[src/rtl/pin_entry_pkg.sv]
// pin_entry_pkg: shared types and constants for the PIN entry controller.
//   state_t     - controller FSM states
//   PIN_W       - assembled code width (level nibble + id nibble)
//   DIGIT_W     - width of one keypad digit
//   CNT_W       - width of the digits-held counter
//   FAIL_W      - width of the consecutive-failure counter (LOCKOUT_EN builds)
package pin_entry_pkg;

  typedef enum logic [2:0] {
    S_IDLE    = 3'd0,
    S_HALF    = 3'd1,
    S_REQ     = 3'd2,
    S_DONE    = 3'd3,
    S_LOCKOUT = 3'd4
  } state_t;

  localparam int PIN_W   = 8;
  localparam int DIGIT_W = 4;
  localparam int CNT_W   = 2;
  localparam int FAIL_W  = 2;

  localparam logic [CNT_W-1:0]  CNT_NONE   = 2'd0;
  localparam logic [CNT_W-1:0]  CNT_ONE    = 2'd1;
  localparam logic [CNT_W-1:0]  CNT_TWO    = 2'd2;
  // Third consecutive failure triggers lockout.
  localparam logic [FAIL_W-1:0] FAIL_LIMIT = 2'd3;

endpackage

[src/rtl/pin_entry_ctrl_cycle_timer.sv]
// cycle_timer: saturating cycle counter used for every timeout in the controller.
//   clk     - system clock
//   rst     - synchronous active-low reset
//   load    - restart the count at zero (held while the owning state is inactive)
//   enable  - count while high
//   expired - high during the LIMIT-th enabled cycle after a load
// The counter is $clog2(LIMIT) bits wide and stops at LIMIT-1, so it never wraps.
module cycle_timer #(
  parameter int unsigned LIMIT = 16
) (
  input  logic clk,
  input  logic rst,
  input  logic load,
  input  logic enable,
  output logic expired
);

  localparam int W = (LIMIT > 1) ? $clog2(LIMIT) : 1;
  localparam logic [W-1:0] LAST = W'(LIMIT - 1);

  logic [W-1:0] count;

  always_ff @(posedge clk) begin
    if (!rst) begin
      count <= '0;
    end else if (load) begin
      count <= '0;
    end else if (enable && (count != LAST)) begin
      count <= count + 1'b1;
    end
  end

  assign expired = enable && (count == LAST);

endmodule

[src/rtl/pin_entry_ctrl.sv]
// pin_entry_ctrl: collects a two-digit keypad code and requests access from a lock.
// Optional feature macro: LOCKOUT_EN (consecutive-failure lockout).
// Ports:
//   clk, rst                 - clock, synchronous active-low reset
//   key_valid, key_code      - one-cycle digit strobe and its 4-bit value
//   key_clear                - one-cycle strobe discarding a partial entry
//   pin                      - assembled code {level, id}
//   req_access               - access request to the lock
//   lock_open, deny_access,
//   alarm                    - lock response levels
//   busy                     - controller not idle
//   granted, denied,
//   timed_out                - one-cycle result pulses
//   digit_cnt                - digits currently held (0..2)
//   locked_out               - lockout in progress (0 without LOCKOUT_EN)
//   fsm_state                - current FSM state, for observation
// Handshake: req_access rises on the cycle after the second digit and stays high
// until the first cycle in which any response level is seen (or the response
// timeout expires); it drops together with the result pulse on the next cycle.
module pin_entry_ctrl
  import pin_entry_pkg::*;
#(
  parameter int unsigned RESP_TIMEOUT   = 1024,
  parameter int unsigned ENTRY_TIMEOUT  = 50_000_000,
  parameter int unsigned LOCKOUT_CYCLES = 500_000_000
) (
  input  logic               clk,
  input  logic               rst,
  input  logic               key_valid,
  input  logic [DIGIT_W-1:0] key_code,
  input  logic               key_clear,
  output logic [PIN_W-1:0]   pin,
  output logic               req_access,
  input  logic               lock_open,
  input  logic               deny_access,
  input  logic               alarm,
  output logic               busy,
  output logic               granted,
  output logic               denied,
  output logic               timed_out,
  output logic [CNT_W-1:0]   digit_cnt,
  output logic               locked_out,
  output state_t             fsm_state
);

  state_t state;
  logic   entry_expired;
  logic   resp_expired;
  logic   lock_expired;

  // Each timer is held at zero outside its state, so it restarts on entry.
  cycle_timer #(.LIMIT(ENTRY_TIMEOUT)) u_entry_timer (
    .clk(clk), .rst(rst), .load(state != S_HALF),
    .enable(state == S_HALF), .expired(entry_expired)
  );

  cycle_timer #(.LIMIT(RESP_TIMEOUT)) u_resp_timer (
    .clk(clk), .rst(rst), .load(state != S_REQ),
    .enable(state == S_REQ), .expired(resp_expired)
  );

  cycle_timer #(.LIMIT(LOCKOUT_CYCLES)) u_lock_timer (
    .clk(clk), .rst(rst), .load(state != S_LOCKOUT),
    .enable(state == S_LOCKOUT), .expired(lock_expired)
  );

`ifdef LOCKOUT_EN
  logic [FAIL_W-1:0] fail_cnt;
  logic              locked_q;
  assign locked_out = locked_q;
`else
  assign locked_out = 1'b0;
`endif

  assign fsm_state = state;

  always_ff @(posedge clk) begin
    if (!rst) begin
      state      <= S_IDLE;
      pin        <= '0;
      digit_cnt  <= CNT_NONE;
      req_access <= 1'b0;
      busy       <= 1'b0;
      granted    <= 1'b0;
      denied     <= 1'b0;
      timed_out  <= 1'b0;
`ifdef LOCKOUT_EN
      fail_cnt   <= '0;
      locked_q   <= 1'b0;
`endif
    end else begin
      granted   <= 1'b0;
      denied    <= 1'b0;
      timed_out <= 1'b0;
      case (state)
        S_IDLE: begin
          // key_clear outranks a simultaneous digit.
          if (key_clear) begin
            pin       <= '0;
            digit_cnt <= CNT_NONE;
          end else if (key_valid) begin
            pin       <= {key_code, {DIGIT_W{1'b0}}};
            digit_cnt <= CNT_ONE;
            busy      <= 1'b1;
            state     <= S_HALF;
          end
        end
        S_HALF: begin
          if (key_clear || (!key_valid && entry_expired)) begin
            pin       <= '0;
            digit_cnt <= CNT_NONE;
            busy      <= 1'b0;
            state     <= S_IDLE;
          end else if (key_valid) begin
            pin[DIGIT_W-1:0] <= key_code;
            digit_cnt        <= CNT_TWO;
            req_access       <= 1'b1;
            state            <= S_REQ;
          end
        end
        S_REQ: begin
          // alarm and deny_access both report as denied, ahead of lock_open.
          if (alarm || deny_access || lock_open || resp_expired) begin
            req_access <= 1'b0;
            state      <= S_DONE;
            if (alarm || deny_access) begin
              denied <= 1'b1;
            end else if (lock_open) begin
              granted <= 1'b1;
            end else begin
              timed_out <= 1'b1;
            end
`ifdef LOCKOUT_EN
            if (!alarm && !deny_access && lock_open) begin
              fail_cnt <= '0;
            end else if (fail_cnt != FAIL_LIMIT) begin
              fail_cnt <= fail_cnt + 1'b1;
            end
`endif
          end
        end
        S_DONE: begin
          pin       <= '0;
          digit_cnt <= CNT_NONE;
`ifdef LOCKOUT_EN
          if (fail_cnt == FAIL_LIMIT) begin
            locked_q <= 1'b1;
            state    <= S_LOCKOUT;
          end else begin
            busy  <= 1'b0;
            state <= S_IDLE;
          end
`else
          busy  <= 1'b0;
          state <= S_IDLE;
`endif
        end
        S_LOCKOUT: begin
          if (lock_expired) begin
            busy  <= 1'b0;
            state <= S_IDLE;
`ifdef LOCKOUT_EN
            locked_q <= 1'b0;
            fail_cnt <= '0;
`endif
          end
        end
        default: begin
          busy  <= 1'b0;
          state <= S_IDLE;
        end
      endcase
    end
  end

endmodule

[config.mk]
export PLATFORM = sky130hd
export DESIGN_NAME = pin_entry_ctrl
export DESIGN_NICKNAME = d
export VERILOG_FILES = /design/src/rtl/pin_entry_pkg.sv /design/src/rtl/pin_entry_ctrl_cycle_timer.sv /design/src/rtl/pin_entry_ctrl.sv
export SDC_FILE = /design/constraint.sdc
export NUM_CORES = 1
export LEC_CHECK = 0
export CORE_MARGIN = 2
export CORE_UTILIZATION = 45
export DETAILED_ROUTE_END_ITERATION = 10
export GPL_TIMING_DRIVEN = 0
export PLACE_DENSITY_LB_ADDON = 0.1
export SYNTH_ARGS = -nofsm -noshare
export SYNTH_HDL_FRONTEND = slang
export SYNTH_SLANG_ARGS = --single-unit
export TNS_END_PERCENT = 1
[constraint.sdc]
create_clock -name clk -period 4 [get_ports clk]
set_input_delay 1.2 -clock clk [delete_from_list [all_inputs] [get_ports clk]]
set_output_delay 1.2 -clock clk [all_outputs]
set_load 0.01 [all_outputs]
# ---- After elaboration in Yosys (flattened, before gate mapping)
# Index checks and enable logic that the tools add are counted.
dict set report classes {
  muxes 29
  bitwise_logic 3
  add_sub_neg 3
  reduce_logical 25
  n_eq_ne 22
}
# op n
set op_table {}
lappend op_table {{$add 29x1->29 const B} 1}
lappend op_table {{$eq 29x29->1 const B} 1}
lappend op_table {{$ne 29x29->1 const B} 1}
lappend op_table {{$add 26x1->26 const B} 1}
lappend op_table {{$eq 26x26->1 const B} 1}
lappend op_table {{$ne 26x26->1 const B} 1}
lappend op_table {{$pmux 8 s3} 1}
lappend op_table {{$mux 3} 6}
lappend op_table {{$mux 8} 2}
lappend op_table {{$ne 2x2->1 const B} 7}
lappend op_table {{$mux 4} 3}
lappend op_table {{$pmux 3 s4} 1}
lappend op_table {{$add 10x1->10 const B} 1}
lappend op_table {{$eq 10x10->1 const B} 1}
lappend op_table {{$ne 10x10->1 const B} 1}
lappend op_table {{$reduce_and 5->1} 2}
lappend op_table {{$mux 1} 9}
lappend op_table {{$ne 3x3->1 const B} 3}
lappend op_table {{$reduce_and 3->1} 3}
lappend op_table {{$mux 2} 4}
lappend op_table {{$logic_and 1x1->1} 7}
lappend op_table {{$eq 3x2->1 const B} 2}
lappend op_table {{$pmux 2 s3} 1}
lappend op_table {{$reduce_or 2->1} 3}
lappend op_table {{other kinds (14)} 19}
dict set report totals {
  output_inout_bits 19
  ff_bits 83
  input_bits 11
  word_cells 94
}

# ---- Logic depth before layout (Yosys ltp)
# Gate-level depths: netlist (run 1).
dict set report depth {
  ltp_word 6
  depth_mapped 7
  mapped_depth_nobuf 6
}

# ---- Modules after synthesis
# A second synthesis (run 1) with hierarchy kept.
dict set report unflattened {
  hier_cells 302
  area_unflattened_um2 2612.5
}
# module seq_area_each_um2 cells_each instances area_each_um2
set modules_own_cells {}
lappend modules_own_cells {{cycle_timer (u_entry_timer)} 520.5 156 1 1296.2}
lappend modules_own_cells {pin_entry_ctrl 340.3 77 1 734.5}
lappend modules_own_cells {{cycle_timer (u_resp_timer)} 200.2 69 1 581.8}

# ---- Worst setup path after synthesis (run 1)
# OpenSTA, ideal clock, no wires.
dict set report synth_timing {
  kind {input to register}
  from {in rst}
  to {reg pin[4]}
  path_buffers 1
  stages 5
  setup_ps 117
  path_slack_ps 1894
  arrival_time_ps 1989
  required_ps 3883
  path_cell_list {clkbuf_1 o21ai_0 o22ai_1 o21bai_1 a22o_1}
}
# element line
set synth_lines {}
lappend synth_lines {{from (decl)} pin_entry_ctrl.sv:28} ;# input logic rst,
lappend synth_lines {{to (signal assigned)} pin_entry_ctrl.sv:102} ;# pin <= {key_code, {DIGIT_W{1'b0}}};
lappend synth_lines {{to (signal, indexed assignment)} pin_entry_ctrl.sv:115} ;# pin[DIGIT_W-1:0] <= key_code;
lappend synth_lines {{to (decl)} pin_entry_ctrl.sv:32} ;# output logic [PIN_W-1:0] pin,

# ---- Final worst setup path (run 1)
dict set report layout_timing {
  from {in rst}
  to {reg u_entry_timer.count[9]}
}
dict set report layout_via {
  elab_chain_len 2
}
# element line
set layout_rtl {}
lappend layout_rtl {{$not 1->1 (no source line)} n/a}
lappend layout_rtl {{$reduce_or 2->1 (no source line)} n/a}
lappend layout_rtl {{to (signal assigned)} pin_entry_ctrl_cycle_timer.sv:29} ;# count <= count + 1'b1;
lappend layout_rtl {{to (decl)} pin_entry_ctrl_cycle_timer.sv:21} ;# logic [W-1:0] count;
# Every way passes these cells.
# A chain may end at the register's enable or synchronous reset.

==> results.py, run 1 <==
metrics = {
    "layout": {
        "final_common_cell": "dfxtp_1",
        "final_nets": 337,
        "final_cell_mix": "53 x dfxtp_1, 34 x nor2_1, 27 x clkdlybuf4s50_1",
        "layout-drive-gt1-share_pct": 5.231,
        "finalInstanceArea_um2": 2935,
        "antennaDiodeCount": 0,
        "final.fill_count": 494,
        "syn_to_final_growth_pct": 18.72,
    },
    "setup_path": {
        "reg2regPathDepth": 6,
        "r2r_end": "u_entry_timer.count[12]$_SDFFE_PP0P_",
        "worstSetupPathType": "input pin to flop",
        "required_ns": 4.17,
        "end_kind": "flop",
        "r2r_start": "u_entry_timer.count[0]$_SDFFE_PP0P_",
        "ff2ff_setup_slack_ns": 1.81,
        "start_kind": "input pin",
        "crit_arrival_ns": 2.92,
        "cp_max_fo": 10,
    },
    "drt": {
        "drtIter0Drc": 139,
        "vias": 2200,
        "vias_per_cell": 5.570,
        "wl_um": 5567,
        "detail_route.wl_per_cell_um": 14.09,
        "postRouteAntennaNets": 0,
        "firstDrtPassIters": 4,
        "drc": 0,
    },
    "floorplan": {
        "die-height_um": 78.12,
        "num_io_pins": 30,
        "core_area_um2": 5205,
        "die_area_um2": 6103,
        "initial_core_util_pct": 47.50,
        "die_w_um": 78.12,
        "num_rows": 26,
    },
    "power": {
        "peakVddDrop_v": 0.0002101,
        "leakagePower_nw": 0.9729,
        "p_total_w": 0.0009257,
        "power_density_nw_per_um2": 315.4,
    },
    "clock_tree": {
        "clock-sinks": 53,
        "cts_buffers": 5,
        "clock-root-buffer": "clkbuf_8",
        "path_clk_slew_ns": 0.09,
        "clockBufferDepth": 2,
        "cts_resized": 0,
        "postCtsSetupBuffers": 0,
        "htree_levels": 2,
        "cts_tree": "yes",
        "postCtsHoldBufs": 0,
        "clock_latency_ns": 0.30,
    },
    "timing": {
        "hold_viol": 0,
        "tightest_slew_ns": 0.9045,
        "rsz0062_at_grt": "no",
        "fin_crit_ns": 2.749,
        "period_share_pct": 68.73,
        "maxSlewHeadroom_pct": 39.15,
        "fin_tns_setup_ns": 0,
        "fmax_ghz": 0.3637,
        "fin_ws_ns": 1.251,
        "slew_violations": 0,
        "clock-skew-final_ns": 0.003535,
        "setup_viol": 0,
    },
    "status": {
        "status": "completed",
    },
    "grt": {
        "grt_max_degree": 16,
        "antenna_found_initial": 0,
        "grt_overflow": 0,
        "grtUsageTotal_pct": 19.89,
        "grt_pass1_wl_um": 9880,
        "grt_pass1_vias": 2138,
    },
    "placement": {
        "place_congestion": 0.7827,
        "numPortBuffers": 27,
        "placed_cell_area_um2": 2834,
        "post-dp-hpwl_um": 3972,
        "place_ws_ns": 0.9454,
    },
    "hold_path": {
        "whs_endpoint": "digit_cnt[1]$_SDFFE_PN0P_",
        "hold_class": "flop to flop",
        "hold_start": "digit_cnt[1]$_SDFFE_PN0P_",
        "whs_path_depth": 1,
    },
    "synth": {
        "ys.flop_type": "dfxtp_1",
        "synth.yosys.warnings": 0,
        "ys_seq_elements": 53,
        "synth-async-reset-ratio_pct": 0,
        "avgSynthCellArea_um2": 8.555,
        "ys_seq_area_share_pct": 42.91,
        "synth-edff-count": 0,
        "synth_cell_type_count": 46,
        "synthCells": 289,
        "synth_area_um2": 2472,
    },
    "flow_run": {
        "max_cap_viol_count": 0,
    },
}
-- final cells by class --
| class | count | area (µm²) | share of cell area, % |
|---|---|---|---|
| clock inverter | 1 | 5.005 | 0.1705 |
| multi-input combinational | 220 | 1343 | 45.74 |
| tap | 70 | 87.58 | 2.984 |
| inverter | 5 | 18.77 | 0.6394 |
| sequential | 53 | 1061 | 36.15 |
| timing repair buffer | 27 | 270.3 | 9.207 |
| clock buffer | 7 | 96.34 | 3.282 |
| buffer | 12 | 53.80 | 1.833 |
-- power breakdown --
part	switching (W)	internal [W]	total, W
clock	0.000170	0.000157	0.000327
combinational	0.0000314	0.0000295	0.0000610
sequential	0.00000458	0.000533	0.000538
-- state kept, by name (all words and copies together) (netlist names), 2 cells and up --
register / cells
digit_cnt: 2
fsm_state: 2
pin: 8
u_entry_timer.count: 26
u_resp_timer.count: 10
-- layer usage --
metal	track usage, %	up-vias	wire (µm)
met5	0	-	0
met3	4.368	6	257
met2	32.50	40	2574
met1	26.17	1030	2656
met4	6.491	0	78
li1	-	1124	-
-- Yosys cell counts, types with 2 or more instances --
cell	instances	share of area [%]
dfxtp_1	53	43
nor2_1	34	5.2
nand2_1	23	3.5
o21ai_0	15	3.0
nand3_1	12	2.4
a21oi_1	11	2.2
nand4_1	11	2.8
nor3_1	11	2.2
xor2_1	10	3.5
o211ai_1	9	2.7
or4_1	9	2.7
a22o_1	8	2.8
clkbuf_1	8	1.2
xnor2_1	8	2.8
and3_1	7	1.8
inv_1	5	0.76
nand2b_1	5	1.3
nor4_1	5	1.3
or3_1	5	1.3
and4_1	4	1.4
mux2i_1	3	1.2
nor2b_1	3	0.76
and2_1	2	0.51
buf_4	2	0.61
ha_1	2	1.0
nor4bb_1	2	0.81
o22ai_1	2	0.51
or3_2	2	0.61
-- cell families after synthesis --
group                    after synthesis  synth area share (%)
XOR/XNOR                              18                 6.376
AO/OA/AOI/OAI                         53                 13.92
multiplexers                           3                 1.215
buffers and inverters                 17                 2.935
adder cells (fa/ha/maj)                2                 1.012
AND/OR/NAND/NOR                      142                 31.48
other                                  1                0.1517
flip-flops                            53                 42.92
-- worst max-delay path by stage --
stage          start                                    to  slack (ns)
2_1_floorplan    rst                   pin[4]$_SDFFE_PN0P_        1.89
3_3_place_gp     rst  u_entry_timer.count[15]$_SDFFE_PP0P_        0.94
3_5_place_dp     rst   u_entry_timer.count[9]$_SDFFE_PP0P_        0.95
4_1_cts          rst   u_entry_timer.count[9]$_SDFFE_PP0P_        1.26
5_1_grt          rst   u_entry_timer.count[9]$_SDFFE_PP0P_        1.16
6_report         rst   u_entry_timer.count[9]$_SDFFE_PP0P_        1.25
-- critical path: stages --
cell and delay, ns:
clkdlybuf4s50_1 0.45, nand2_1 0.24, clkbuf_1 0.46, clkbuf_1 0.46
nor2_1 0.11
-- stage by stage --
step	hold WS [ns]	util, %	instances
detailed placement	0.4396	54.45	387
global route	0.4872	56.39	395
global placement	0.4407	54.45	387
finish	0.4637	56.39	395
floorplan	0.4480	-	290
CTS	0.4698	56.39	395
No activity file was read; power rests on OpenSTA's default activity.
==> inputs of run 2 (changes only) <==
==> constraint.sdc (replaced) <==
create_clock -name clk -period 2.3 [get_ports clk]
set_input_delay 0.69 -clock clk [delete_from_list [all_inputs] [get_ports clk]]
set_output_delay 0.69 -clock clk [all_outputs]
set_load 0.01 [all_outputs]
==> run 2 against run 1 <==
  * Sequential cell count is the same
  * Clock power grew 74%
  * Die area did not move
  * Combinational power increased by 74%
  * Critical endpoint is now u_entry_timer.count[12]$_SDFFE_PP0P_
==> results.py, run 2 (synthesized netlist as in run 1, its figures left out) <==
metrics = {
    "status": {
        "status": "completed",
    },
    "setup_path": {
        "cp-endpoint": "u_entry_timer.count[12]$_SDFFE_PP0P_",
        "ff2ff_setup_slack_ns": 0.20,
        "r2r_end": "u_entry_timer.count[12]$_SDFFE_PP0P_",
        "crit_arrival_ns": 2.34,
        "crit_path_start": "u_entry_timer.count[0]$_SDFFE_PP0P_",
        "worstSetupPathType": "flop to flop",
        "reg2regPathDepth": 6,
        "r2r_start": "u_entry_timer.count[0]$_SDFFE_PP0P_",
        "required_ns": 2.53,
        "start_kind": "flop",
        "cp_max_fo": 10,
        "end_kind": "flop",
    },
    "clock_tree": {
        "htree_levels": 2,
        "cts_buffers": 5,
        "postCtsHoldBufs": 0,
        "clock_latency_ns": 0.30,
        "clockBufferDepth": 2,
        "clock-sinks": 53,
        "path_clk_slew_ns": 0.09,
        "cts_tree": "yes",
        "clock-root-buffer": "clkbuf_8",
    },
    "layout": {
        "post-route-util_pct": 56.59,
        "stdcell_count": 395,
        "final_common_cell": "dfxtp_1",
        "largest_register": "u_entry_timer.count",
        "antennaDiodeCount": 0,
        "layout-drive-gt1-share_pct": 6.154,
        "syn_to_final_growth_pct": 19.13,
        "final_nets": 337,
        "reg.largest.list": "u_entry_timer.count: 26 flops, u_resp_timer.count: 10 flops, pin: 8 flops",
        "largest_reg_flops": 26,
        "final_cell_mix": "53 x dfxtp_1, 33 x nor2_1, 27 x clkdlybuf4s50_1",
    },
    "drt": {
        "drc": 0,
        "wl_um": 5588,
        "drtIter0Drc": 133,
        "vias": 2210,
        "detail_route.wl_per_cell_um": 14.15,
        "postRouteAntennaNets": 0,
        "firstDrtPassIters": 4,
        "vias_per_cell": 5.595,
    },
    "placement": {
        "numPortBuffers": 27,
        "place_congestion": 0.7827,
        "post-place-cells": 387,
        "post-dp-hpwl_um": 3972,
    },
    "timing": {
        "tightest_slew_ns": 0.9030,
        "rsz0062_at_grt": "no",
        "fin_crit_ns": 2.103,
        "slew_violations": 0,
        "setup_viol": 0,
        "clock-skew-final_ns": 0.003311,
        "fmax_ghz": 0.4756,
        "maxSlewHeadroom_pct": 39.24,
        "period_share_pct": 91.41,
        "hold_viol": 0,
        "holdWs_ns": 0.4636,
    },
    "floorplan": {
        "num_rows": 26,
        "die-height_um": 78.12,
        "die_w_um": 78.12,
        "initial_core_util_pct": 47.50,
        "die_area_um2": 6103,
        "core_area_um2": 5205,
        "num_io_pins": 30,
    },
    "grt": {
        "grt_max_degree": 16,
        "grtUsageTotal_pct": 19.89,
        "grtUsageMet3_pct": 4.368,
        "gr-usage-met1_pct": 26.17,
        "grt_overflow": 0,
        "grt.busiest_layer": "met2",
        "grt_pass1_vias": 2138,
        "use_met2_pct": 32.50,
        "antenna_found_initial": 0,
        "grt_pass1_wl_um": 9880,
    },
    "power": {
        "power_density_nw_per_um2": 546.6,
        "peakVddDrop_v": 0.0003714,
        "leakagePower_nw": 0.9753,
    },
    "flow_run": {
        "max_cap_viol_count": 0,
    },
    "hold_path": {
        "hold_class": "flop to flop",
    },
}
-- run 2: cell count changes in the layout (fill, tap and decap cells not counted) --
cell      delta
clkbuf_1     -1
clkbuf_2     +1
nor2_1       -1
nor2_2       +1
nor4_1       -1
nor4_2       +1
o21ai_0      -1
o21ai_1      +1
-- run 2: how the worst min path moves through the flow --
stage | cells past startpoint | startpoint | endpoint | slack [ns]
final | 1 | digit_cnt[1]$_SDFFE_PN0P_ | digit_cnt[1]$_SDFFE_PN0P_ | 0.46
after global placement | 1 | digit_cnt[1]$_SDFFE_PN0P_ | digit_cnt[1]$_SDFFE_PN0P_ | 0.44
after floorplan | 2 | u_entry_timer.count[25]$_SDFFE_PP0P_ | u_entry_timer.count[25]$_SDFFE_PP0P_ | 0.45
after global routing | 1 | digit_cnt[1]$_SDFFE_PN0P_ | digit_cnt[1]$_SDFFE_PN0P_ | 0.49
after CTS | 1 | digit_cnt[1]$_SDFFE_PN0P_ | digit_cnt[1]$_SDFFE_PN0P_ | 0.47
after detailed placement | 1 | digit_cnt[1]$_SDFFE_PN0P_ | digit_cnt[1]$_SDFFE_PN0P_ | 0.44
-- run 2: layout make-up --
| type | instances | area (µm²) |
|---|---|---|
| inverter | 5 | 18.77 |
| timing repair buffer | 27 | 270.3 |
| multi-input combinational | 220 | 1351 |
| tap | 70 | 87.58 |
| fill | 492 | 2260 |
| buffer | 12 | 55.05 |
| clock inverter | 1 | 5.005 |
| clock buffer | 7 | 96.34 |
| sequential | 53 | 1061 |
-- run 2: through the flow --
stage | power (W) | setup WS, ns | cell area, µm² | setup TNS, ns
after floorplan | 0.001008 | 0.5468 | 2476 | 0
after global placement | 0.001062 | -0.2519 | 2834 | -3.512
after detailed placement | 0.001062 | -0.2446 | 2834 | -3.245
after CTS | 0.001631 | 0.06746 | 2935 | 0
after global routing | 0.001685 | 0.01139 | 2945 | 0
final | 0.001610 | 0.1975 | 2945 | 0
-- run 2: critical path, cell delays in order (launching register included) --
cell and delay [ns]:
dfxtp_1 0.36, ha_1 0.28, nand3_1 0.14, clkbuf_1 0.42
o21ai_1 0.23, or3_2 0.46, a21oi_1 0.15
-- run 2: metal layers --
| layer | wire, µm | vias to the layer above |
|---|---|---|
| li1 | - | 1124 |
| met1 | 2569 | 1012 |
| met2 | 2601 | 68 |
| met3 | 353 | 6 |
| met4 | 64 | 0 |
| met5 | 0 | - |
-- run 2: repair_timing --
action | 4_1_cts | 5_1_grt
hold endpoints to repair | 0 | 0
buffers inserted | 0 | 0
endpoints found under the setup margin | 0 | 15
resized for setup | 0 | 5
-- run 2: report_power, final --
group / leakage (nW) / total [W] / switching (W) / internal (W)
combinational: 0.493 / 0.000106 / 0.0000548 / 0.0000516
clock: 0.0542 / 0.000568 / 0.000296 / 0.000273
sequential: 0.428 / 0.000935 / 0.00000796 / 0.000927
==> inputs of run 3 (changes only) <==
--- a/config.mk
+++ b/config.mk
@@ -5,8 +5,10 @@
 export SDC_FILE = /design/constraint.sdc
 export NUM_CORES = 1
 export LEC_CHECK = 0
+export CORE_ASPECT_RATIO = 1.2
 export CORE_MARGIN = 2
 export CORE_UTILIZATION = 45
+export CTS_BUF_LIST = sky130_fd_sc_hd__clkbuf_8 sky130_fd_sc_hd__clkbuf_16
 export DETAILED_ROUTE_END_ITERATION = 10
 export GPL_TIMING_DRIVEN = 0
 export PLACE_DENSITY_LB_ADDON = 0.1
==> run 3 against run 2 <==
  * Count of clock-buffer cells in the layout fell by 2
  * Sequential cell count is the same
  * Largest power group unchanged
  * Critical endpoint is now u_entry_timer.count[6]$_SDFFE_PP0P_
  * Worst setup slack got worse by 0.077 ns
  * Clock skew is 0.0065 ns higher
  * Critical path type unchanged
==> results.py, run 3 (synthesized netlist as in run 1, its figures left out) <==
metrics = {
    "status": {
        "status": "completed",
    },
    "timing": {
        "slew_violations": 0,
        "setup_viol": 0,
        "period_share_pct": 94.75,
        "maxSlewHeadroom_pct": 39.99,
        "fin_crit_ns": 2.179,
        "clock-skew-final_ns": 0.009812,
        "fmax_ghz": 0.4589,
        "tightest_slew_ns": 0.8919,
        "rsz0062_at_grt": "no",
        "holdWs_ns": 0.4758,
        "hold_viol": 0,
    },
    "layout": {
        "post-route-util_pct": 55.22,
        "layout-drive-gt1-share_pct": 6.154,
        "stdcell_count": 387,
        "final_common_cell": "dfxtp_1",
        "final_cell_mix": "53 x dfxtp_1, 33 x nor2_1, 27 x clkdlybuf4s50_1",
        "largest_reg_flops": 26,
        "antennaDiodeCount": 0,
        "largest_register": "u_entry_timer.count",
        "final_nets": 337,
        "reg.largest.list": "u_entry_timer.count: 26 flops, u_resp_timer.count: 10 flops, pin: 8 flops",
        "syn_to_final_growth_pct": 18.32,
    },
    "clock_tree": {
        "clock-sinks": 53,
        "cts_tree": "yes",
        "path_clk_slew_ns": 0.10,
        "clockBufferDepth": 2,
        "clock_latency_ns": 0.31,
        "cts_buffers": 5,
        "clock-root-buffer": "clkbuf_8",
        "htree_levels": 2,
    },
    "drt": {
        "wl_um": 5558,
        "drtIter0Drc": 165,
        "vias_per_cell": 5.656,
        "firstDrtPassIters": 4,
        "postRouteAntennaNets": 0,
        "detail_route.wl_per_cell_um": 14.36,
        "vias": 2189,
        "drc": 0,
    },
    "setup_path": {
        "cp_max_fo": 10,
        "end_kind": "flop",
        "worstSetupPathType": "flop to flop",
        "crit_slowest_cell": "or3_2",
        "slowest_delay_ns": 0.49,
        "required_ns": 2.55,
        "crit_arrival_ns": 2.42,
        "start_kind": "flop",
        "crit_chain": "ha_1 -> nand3_1 -> clkbuf_1 -> o21ai_0 -> or3_2 -> a21oi_1",
    },
    "grt": {
        "antenna_found_initial": 0,
        "grt_overflow": 0,
        "grt_pass1_wl_um": 9549,
        "grt_max_degree": 18,
        "grt_pass1_vias": 2027,
        "grtUsageTotal_pct": 19.49,
    },
    "power": {
        "leakagePower_nw": 0.9576,
        "p_total_w": 0.001577,
        "power_density_nw_per_um2": 539.0,
        "peakVddDrop_v": 0.0003039,
    },
    "floorplan": {
        "core_area_um2": 5298,
        "initial_core_util_pct": 46.67,
        "die_area_um2": 6106,
        "num_rows": 29,
        "die-height_um": 85.20,
        "die_w_um": 71.67,
        "num_io_pins": 30,
    },
    "placement": {
        "post-dp-hpwl_um": 4010,
        "post-place-cells": 379,
        "numPortBuffers": 27,
        "place_congestion": 0.8350,
    },
    "hold_path": {
        "hold_class": "flop to flop",
    },
    "flow_run": {
        "max_cap_viol_count": 0,
    },
}
## run 3: cell types whose count changed in the layout (fill, tap and decap cells not counted)
cell	previous run	this run
clkinvlp_4	0	3
clkbuf_8	7	5
o21ai_0	14	15
clkinv_2	1	0
o21ai_1	1	0
## run 3: final cells by class
type	count	area, µm²
tap	62	77.57
inverter	5	18.77
clock buffer	5	68.82
fill	509	2372
timing repair buffer	27	270.3
multi-input combinational	220	1351
clock inverter	3	22.52
sequential	53	1061
buffer	12	55.05
## run 3: worst max-delay path: cells and delay by family (launching register included)
kind	cells	cell delay, ns
flip-flops	1	0.35
AND/OR/NAND/NOR	2	0.62
AO/OA/AOI/OAI	2	0.47
adder cells (fa/ha/maj)	1	0.27
buffers and inverters	1	0.41
## run 3: power by group
group / internal, W / total, W / switching [W]
clock: 0.000214 / 0.000536 / 0.000322
combinational: 0.0000515 / 0.000106 / 0.0000541
sequential: 0.000927 / 0.000935 / 0.00000789
total: 0.00119 / 0.00158 / 0.000384
## run 3: worst paths after layout
path | slack, ns | depth (start not counted) | from | endpoint
hold / removal | 0.48 | 1 | digit_cnt[1]$_SDFFE_PN0P_ | digit_cnt[1]$_SDFFE_PN0P_
hold reg to reg | 0.48 | 1 | digit_cnt[1]$_SDFFE_PN0P_ | digit_cnt[1]$_SDFFE_PN0P_
setup reg to reg | 0.12 | 6 | u_entry_timer.count[0]$_SDFFE_PP0P_ | u_entry_timer.count[6]$_SDFFE_PP0P_
setup / recovery | 0.12 | 6 | u_entry_timer.count[0]$_SDFFE_PP0P_ | u_entry_timer.count[6]$_SDFFE_PP0P_
## run 3: what timing repair did
item,4_1_cts,5_1_grt
hold buffers,0,0
setup endpoints to repair,0,10
gates resized for setup,0,4
buffers inserted,0,0
## run 3: metrics by stage
step | worst slack (ns) | area, µm² | setup TNS [ns]
2_1_floorplan | 0.5468 | 2476 | 0
3_3_place_gp | -0.2192 | 2824 | -2.712
3_5_place_dp | -0.2510 | 2824 | -3.165
4_1_cts | 0.08115 | 2915 | 0
5_1_grt | 0.02418 | 2925 | 0
6_report | 0.1207 | 2925 | 0
## run 3: layer usage
metal	vias up	global-route usage, %	wire (µm)
met5	-	0	0
met4	0	6.861	92
met3	9	4.394	190
met2	32	31.31	2593
met1	1017	25.63	2681
li1	1131	-	-
